[src/rtl/fetch_ctrl_pkg.sv]
// Shared types for the fetch sequencer.
// State encoding and PC mux select codes.
package fetch_ctrl_pkg;

    typedef enum logic [1:0] {
        RUN  = 2'd0,
        REQ  = 2'd1,
        DATA = 2'd2
    } fetch_state_e;

    localparam logic [1:0] PCSRC_SEQ   = 2'd0;
    localparam logic [1:0] PCSRC_REDIR = 2'd1;

endpackage

[src/rtl/fetch_ctrl.sv]
// Fetch-side sequencer: PC/IF-ID enables, PC select, flushes,
// and the I-cache refill handshake with held redirects.
module fetch_ctrl
    import fetch_ctrl_pkg::*;
#(
    parameter  int LINE_WORDS = 4,
    localparam int IDX_W      = $clog2(LINE_WORDS)
) (
    input  logic             clk_i,
    input  logic             rst_i,
    input  logic             hit_i,
    input  logic             lw_stall_i,
    input  logic             redirect_i,
    input  logic [31:0]      redirTarget_i,
    input  logic             refill_ack_i,
    input  logic             refill_valid_i,
    output logic             PCEn_o,
    output logic [1:0]       PCsrc_o,
    output logic [31:0]      redirTarget_o,
    output logic             IF_ID_En_o,
    output logic             IF_ID_flush_o,
    output logic             ID_EX_flush_o,
    output logic             refill_req_o,
    output logic             refill_we_o,
    output logic [IDX_W-1:0] refill_idx_o
);

    localparam logic [IDX_W-1:0] LAST_IDX = IDX_W'(LINE_WORDS - 1);

    fetch_state_e     state_q, state_d;
    logic             pend_q, pend_d;
    logic [31:0]      pendTarget_q, pendTarget_d;
    logic [IDX_W-1:0] cnt_q, cnt_d;

    always_ff @(posedge clk_i or posedge rst_i) begin
        if (rst_i) begin
            state_q      <= RUN;
            pend_q       <= 1'b0;
            pendTarget_q <= '0;
            cnt_q        <= '0;
        end else begin
            state_q      <= state_d;
            pend_q       <= pend_d;
            pendTarget_q <= pendTarget_d;
            cnt_q        <= cnt_d;
        end
    end

    always_comb begin
        state_d       = state_q;
        pend_d        = pend_q;
        pendTarget_d  = pendTarget_q;
        cnt_d         = cnt_q;
        PCEn_o        = 1'b0;
        PCsrc_o       = PCSRC_SEQ;
        redirTarget_o = redirTarget_i;
        IF_ID_En_o    = 1'b1;
        IF_ID_flush_o = 1'b0;
        ID_EX_flush_o = 1'b0;
        refill_req_o  = 1'b0;
        refill_we_o   = 1'b0;
        refill_idx_o  = '0;

        unique case (state_q)
            RUN: begin
                if (pend_q) begin
                    PCEn_o        = 1'b1;
                    PCsrc_o       = PCSRC_REDIR;
                    redirTarget_o = pendTarget_q;
                    IF_ID_flush_o = 1'b1;
                    pend_d        = 1'b0;
                end else if (redirect_i) begin
                    PCEn_o        = 1'b1;
                    PCsrc_o       = PCSRC_REDIR;
                    IF_ID_flush_o = 1'b1;
                    ID_EX_flush_o = 1'b1;
                end else if (lw_stall_i) begin
                    IF_ID_En_o    = 1'b0;
                    ID_EX_flush_o = 1'b1;
                end else if (!hit_i) begin
                    IF_ID_flush_o = 1'b1;
                    state_d       = REQ;
                    cnt_d         = '0;
                end else begin
                    PCEn_o = 1'b1;
                end
            end
            REQ, DATA: begin
                IF_ID_En_o    = !lw_stall_i;
                IF_ID_flush_o = 1'b1;
                ID_EX_flush_o = redirect_i | lw_stall_i;
                // Redirects during a refill are parked, never abort it
                if (redirect_i) begin
                    pend_d       = 1'b1;
                    pendTarget_d = redirTarget_i;
                end
                if (state_q == REQ) begin
                    refill_req_o = 1'b1;
                    if (refill_ack_i) state_d = DATA;
                end else begin
                    refill_we_o  = refill_valid_i;
                    refill_idx_o = cnt_q;
                    if (refill_valid_i) begin
                        cnt_d = cnt_q + 1'b1;
                        if (cnt_q == LAST_IDX) state_d = RUN;
                    end
                end
            end
            default: state_d = RUN;
        endcase

        if (rst_i) begin
            PCEn_o        = 1'b0;
            PCsrc_o       = PCSRC_SEQ;
            IF_ID_En_o    = 1'b0;
            IF_ID_flush_o = 1'b1;
            ID_EX_flush_o = 1'b1;
            refill_req_o  = 1'b0;
            refill_we_o   = 1'b0;
            refill_idx_o  = '0;
        end
    end

endmodule

[config.mk]
export PLATFORM = sky130hd
export DESIGN_NAME = fetch_ctrl
export DESIGN_NICKNAME = d
export VERILOG_FILES = /design/src/rtl/fetch_ctrl_pkg.sv /design/src/rtl/fetch_ctrl.sv
export SDC_FILE = /design/constraint.sdc
export NUM_CORES = 1
export LEC_CHECK = 0
export ABC_CLOCK_PERIOD_IN_PS = 2050
export BUFFER_PORTS_ARGS = -buffer_cell sky130_fd_sc_hd__buf_2
export CAP_MARGIN = 25
export CORE_MARGIN = 4
export CORE_UTILIZATION = 30
export DETAILED_ROUTE_END_ITERATION = 16
export PLACE_DENSITY = 0.53
export SKIP_CTS_REPAIR_TIMING = 1
export SLEW_MARGIN = 20
export SYNTH_ARGS = -nofsm -noshare
export SYNTH_HDL_FRONTEND = slang
export SYNTH_SLANG_ARGS = --single-unit
export TNS_END_PERCENT = 20
[constraint.sdc]
create_clock -name clk_i -period 2.05 [get_ports clk_i]
set_input_delay 0.5125 -clock clk_i [delete_from_list [all_inputs] [get_ports clk_i]]
set_output_delay 0.5125 -clock clk_i [all_outputs]
set_load 0.005 [all_outputs]
==> results of run 1 <==
[area by class of cell]
class	count	area, um^2
Clock buffer	6	82.6
Fill cell	634	3700
Clock inverter	1	7.51
Inverter	6	26.3
Tap cell	77	96.3
Timing Repair Buffer	93	569
Sequential cell	37	926
Multi-Input combinational cell	116	1090
[logic make-up after synthesis]
logic type	Yosys count	share of synthesized area, %
DFF	37	45.1
buffers and inverters	15	3.78
other	1	0.183
and+or+nand+nor	28	6.35
adders and majority gates	5	3.05
AOI/OAI and AO/OA	18	6.35
muxes	64	35.1
[power by group through the flow]
stage	sequential (uW)	combinational [uW]	clock, uW
global placement	1280	1670	0
global route	1340	2050	567
detailed placement	1290	1690	0
floorplan	1240	1150	0
finish	1290	1860	507
CTS	1280	1690	535
[sequential cells by signal (all words and copies together) (netlist names)]
| signal | cells |
|---|---|
| cnt_q | 2 |
| pendTarget_q | 32 |
| pend_q | 1 |
| state_q | 2 |
[metrics by stage]
| stage | setup slack [ps] | cells | util [%] | power (uW) | setup TNS [ps] |
|---|---|---|---|---|---|
| detailed placement | 112 | 327 | 39.9 | 2980 | 0 |
| finish | -57.5 | 336 | 43.0 | 3660 | -1430 |
| global placement | 139 | 327 | 39.9 | 2950 | 0 |
| floorplan | 43.5 | 168 | - | 2390 | 0 |
| CTS | -195 | 334 | 41.3 | 3510 | -5660 |
| global route | -142 | 336 | 43.0 | 3950 | -4230 |
[worst max-delay path, stage by stage, from the launching register on]
cell and delay, ps:
dfrtp_1 360, inv_2 60, ha_4 180, nand2_8 110
buf_6 140, mux2_2 330, buf_2 130
[path summary, 6_finish.rpt]
path,slack (ps),endpoint,cells past startpoint
min in group clk_i,470,pendTarget_q[1],2
min reg2reg,500,pendTarget_q[6],1
max in group asynchronous,1250,pendTarget_q[27],3
max,-60,redirTarget_o[0],6
min,460,pendTarget_q[0],3
max reg2reg,390,pendTarget_q[13],6
[cell usage in the layout, fill, tap and decap left out, drive strengths merged, types with 2 or more instances in the layout]
master    count
dfrtp        37
o31ai         2
inv           5
mux2         64
and4          2
nand2         9
clkbuf        7
o21ai         4
buf          92
a21oi         8
nor2         12
ha            5
clkinvlp      2
[per-layer routing]
layer | vias to the layer above | GRT usage, % | share of wire, %
li1 | 773 | - | -
met3 | 5 | 2.58 | 5.5
met4 | 0 | 4.59 | 1.3
met1 | 759 | 12.7 | 42
met2 | 47 | 20.3 | 51
met5 | - | 0 | 0
==> results.md, run 1 <==
* Vias in the first global route at 1642
* Antenna fix cells at 0
* Largest net degree at the start of global routing at 38
* Post-Syn Area at 0.00205 mm^2
* Fin. max-slew vios at 0
* Fin crit share at 103%
* Total GRT Usage at 11.3%
* Synth top area share at 45.1%
* Via density at 4.71
* Syn avg cell area at 12.2 um^2
* Most common library cells after synthesis: mux2_2 (64), dfrtp_1 (37), nor2_1 (12)
* Die Y at 90.7 um
* H-tree levels at 2
* Top-count cell post-synth: mux2_2
* Hpwl dp at 3.40 mm
* EDFF count, synth at 0
* Worst-Skew Late Latency at 280 ps
* Die Span X at 90.7 um
* Pre-antenna DRT Iters at 4
* CP endpoint kind: primary output
* Post-DRT Antenna Nets at 0
* Share of cells above drive strength 1 at 67.6%
* Fin area at 0.00279 mm^2
* Mapped Cells at 168
* Die ar. at 0.00822 mm^2
* Main flop type after synthesis: dfrtp_1
* Clock Skews at 7.19 ps
* Max_cap viols at 0
* Async set-reset flop share out of synthesis at 100%
* Max Fclk at 0.474 GHz
* Core area at 0.00649 mm^2
* Post-synth top area cell: dfrtp_1
* Final hold viol count at 0
* Row cnt at 29
* Total CTS buffers at 5
* Post-synth net total at 212
* WHS at 456 ps
* Global-route wire length before repair at 7.56 mm
* Register bit total from synthesis at 37
* Shortest period the worst path allows at 2110 ps
* Port Buf Inserts at 79
* CTS root buffer: clkbuf_8
* RePlAce Congestion at 0.697
* CTS Sinks at 37
* Leak at 0.00133 uW
* Critical path launch point type: register
* Worst-path maximum fanout at 6
* Synthesis Warnings at 0
* Clock slew at reported path FFs at 70 ps
* Area Growth Syn to Fin at 36.2%
* Via Count at 1584
* Min-delay worst type: input port to asynchronous set/reset pin
* Sw power at 1190 uW
* Status: finished with violations
* IO Count at 81
* Fin worst setup slack at -57.5 ps
* Initial Util at 31.6%
* CP arrival at 1600 ps
* Switching portion of total power at 32.5%
* Critical Path RT at 1540 ps
* Wire per inst at 13.8 um
* Reg2reg start: state_q[1]
* DP Area at 0.00259 mm^2
* Crit path kind: register to primary output
* Sequential cell area fraction in the yosys report at 45.1%
* CP startpoint: state_q[1]
* TritonCTS clock tree: yes
* RSZ-0062 raised after global routing: yes
* Logic pwr share at 50.9%
* Final setup fails at 33
* Max VDD drop at 560 uV
* Unique cell type count in the Yosys netlist at 23
* Synth top area cells: dfrtp_1 (45%), mux2_2 (35%), ha_1 (3.1%)
* Drt drc at 0
* Failing checks: negative setup slack
* Pwr dens at 1310 mW/mm^2
* Int Pwr at 2470 uW
* Final wirelength at 4.65 mm
* Total gr overflow at 0
* Longest Clk Path Bufs at 2
* Antenna violations before repair at 0
* DRT iter0 DRCs at 29
* Final #Nets at 303
* Clk pwr share at 13.9%
* Register share of total power at 35.2%
Power figures use the tool's default switching activity.
==> run 2, diff against run 1 <==
Settings changed: CELL_PAD_IN_SITES_DETAIL_PLACEMENT from default to 0, CELL_PAD_IN_SITES_GLOBAL_PLACEMENT from default to 1, CTS_BUF_LIST from default to sky130_fd_sc_hd__clkbuf_2, PLACE_DENSITY 0.53 to 0.66, SKIP_LAST_GASP from default to 1.
==> run 2 against run 1 <==
  * The flow still finishes with violations (negative setup slack)
  * Global-route usage grew 0.064 points
  * Sequential power about the same
  * Non-clock buffer count increased by 3
  * Cell area is 1.0% lower
  * Cell count increased by 1.2%
  * Sequential cell count unchanged
  * Critical path type unchanged
  * Critical endpoint is now redirTarget_o[6]
  * Largest power group unchanged
==> results.md, run 2 (synthesized netlist as in run 1, its figures left out) <==
* Status: finished with violations
* Failing checks: negative setup slack
* Total gr overflow at 0 (unchanged)
* Largest net degree at the start of global routing at 33 (-13%)
* Largest register FFs at 32 (unchanged)
* Fin area at 0.00277 mm^2 (-1.0%)
* Total CTS buffers at 5 (unchanged)
* RSZ-0062 raised after global routing: yes
* Wire per inst at 14.7 um (+6.2%)
* Worst-case reg-to-reg path depth at 7 (+1)
* DRT iter0 DRCs at 47 (+62%)
* Max_cap viols at 0 (unchanged)
* Post-DRT Antenna Nets at 0 (unchanged)
* Fin worst setup slack at -205 ps (-148 ps)
* H-tree levels at 2 (unchanged)
* DP Area at 0.00261 mm^2 (+0.48%)
* Port Buf Inserts at 79 (unchanged)
* Global-route wire length before repair at 7.59 mm (+0.46%)
* RePlAce Congestion at 0.749 (+7.4%)
* Core area at 0.00649 mm^2 (unchanged)
* Die ar. at 0.00822 mm^2 (unchanged)
* Reg2reg start: state_q[1]
* Min-delay worst type: input port to asynchronous set/reset pin
* Pwr dens at 1270 mW/mm^2 (-3.3%)
* WHS at 233 ps (-223 ps)
* Via density at 4.77 (+1.3%)
* Int Pwr at 2300 uW (-6.8%)
* Hpwl dp at 3.50 mm (+2.9%)
* Pre-antenna DRT Iters at 4 (unchanged)
* Total GRT Usage at 11.3% (+0.064 points)
* Fin crit share at 110% (+7.2 points)
* Post-Route Setup TNS at -6660 ps (-5230 ps)
* Antenna fix cells at 0 (unchanged)
* Final setup fails at 40 (+21%)
* Drt drc at 0 (unchanged)
* Regs by FF count: pendTarget_q (32), cnt_q (2), state_q (2)
* Commonest cells after routing, fill and taps aside: buf_2 (78), mux2_2 (63), dfrtp_1 (37)
* Critical path launch point type: register
* Critical-path cell list: inv_2 -> ha_4 -> nand2_8 -> clkbuf_16 -> mux2_2 -> buf_2
* Share of cells above drive strength 1 at 66.9% (-0.65 points)
* Logic pwr share at 54.1% (+3.2 points)
* Max VDD drop at 450 uV (-20%)
* Worst-Skew Late Latency at 370 ps (+90 ps)
* Clock slew at reported path FFs at 170 ps (+100 ps)
* Via Count at 1623 (+2.5%)
* R2r setup slk at 460 ps (+70 ps)
* Vias in the first global route at 1559 (-5.1%)
* CP endpoint kind: primary output
* Final #Nets at 306 (+0.99%)
* Leak at 0.00134 uW (+0.91%)
* Reg-to-Reg End: state_q[0]
* Switching portion of total power at 34.3% (+1.8 points)
* IO Count at 81 (unchanged)
* Largest Register: pendTarget_q
* Row cnt at 29 (unchanged)
* Pre-CTS setup slack at 98.9 ps (-13.3 ps)
* Longest Clk Path Bufs at 2 (unchanged)
* TritonCTS clock tree: yes
* Clk pwr share at 9.1% (-4.8 points)
* Initial Util at 31.6% (unchanged)
* Crit path kind: register to primary output
* Die Y at 90.7 um (unchanged)
* CP arrival at 1740 ps (+140 ps)
* Crit path largest cell delay at 430 ps (+70 ps)
* CTS root buffer: clkbuf_2
* Sw power at 1200 uW (+1.0%)
* Max Fclk at 0.443 GHz (-6.6%)
* Fin. max-slew vios at 0 (unchanged)
* Clock Skews at 8.53 ps (+1.35 ps)
* Die Span X at 90.7 um (unchanged)
* Antenna violations before repair at 0 (unchanged)
* Shortest period the worst path allows at 2260 ps (+148 ps)
* CTS Sinks at 37 (unchanged)
* CP max-delay cell: dfrtp_1
* Critical Path RT at 1540 ps (about the same)
* Design Power at 3500 uW (-4.3%)
* Area Growth Syn to Fin at 34.8%
* Register share of total power at 36.8% (+1.6 points)
* Most common cell after layout, fill and taps aside: buf_2
* Final wirelength at 5.00 mm (+7.5%)
* Final hold viol count at 0 (unchanged)
* Worst-path maximum fanout at 8 (+2)
[run 2: routing by layer]
layer	GRT usage (%)	vias to the layer above	share of wire [%]	routed length (um)
li1	-	782	-	-
met1	13.9	792	44	2220
met2	18.8	42	49	2470
met3	2.75	7	4.6	231
met4	4.97	0	1.4	72
met5	0	-	0	0
[run 2: per-stage QoR]
| stage | util [%] | std cells |
|---|---|---|
| 2_1_floorplan | - | 168 |
| 3_5_place_dp | 40.1 | 327 |
| 5_1_grt | 42.6 | 340 |
| 6_report | 42.6 | 340 |
| 3_3_place_gp | 40.1 | 327 |
| 4_1_cts | 40.7 | 335 |
[run 2: cell type report]
class	count	area (um^2)
Clock buffer	6	30.0
Clock inverter	2	10.0
Fill cell	630	3730
Inverter	6	26.3
Multi-Input combinational cell	116	1080
Sequential cell	37	926
Tap cell	77	96.3
Timing Repair Buffer	96	597
[run 2: worst max-delay path, delay by kind of cell (launching register included)]
family / cells / cell delay (ps)
mux: 1 / 260
buf+inv: 3 / 420
fa+ha+maj: 1 / 180
flops: 1 / 430
simple gates: 1 / 80
[run 2: how the worst max path moves through the flow]
stage / start / end / slack, ps
finish: state_q[1] / redirTarget_o[6] / -210
global route: state_q[1] / IF_ID_En_o / -320
CTS: state_q[1] / redirTarget_o[9] / -360
detailed placement: state_q[1] / redirTarget_o[9] / 100
global placement: state_q[1] / redirTarget_o[9] / 130
floorplan: rst_i / refill_idx_o[0] / 40
[run 2: power by group through the flow]
stage          logic [uW]  clock network (uW)  registers, uW
6_report             1890                 320           1290
4_1_cts              1710                 345           1280
3_3_place_gp         1690                   0           1280
2_1_floorplan        1150                   0           1240
3_5_place_dp         1700                   0           1300
5_1_grt              2080                 373           1330
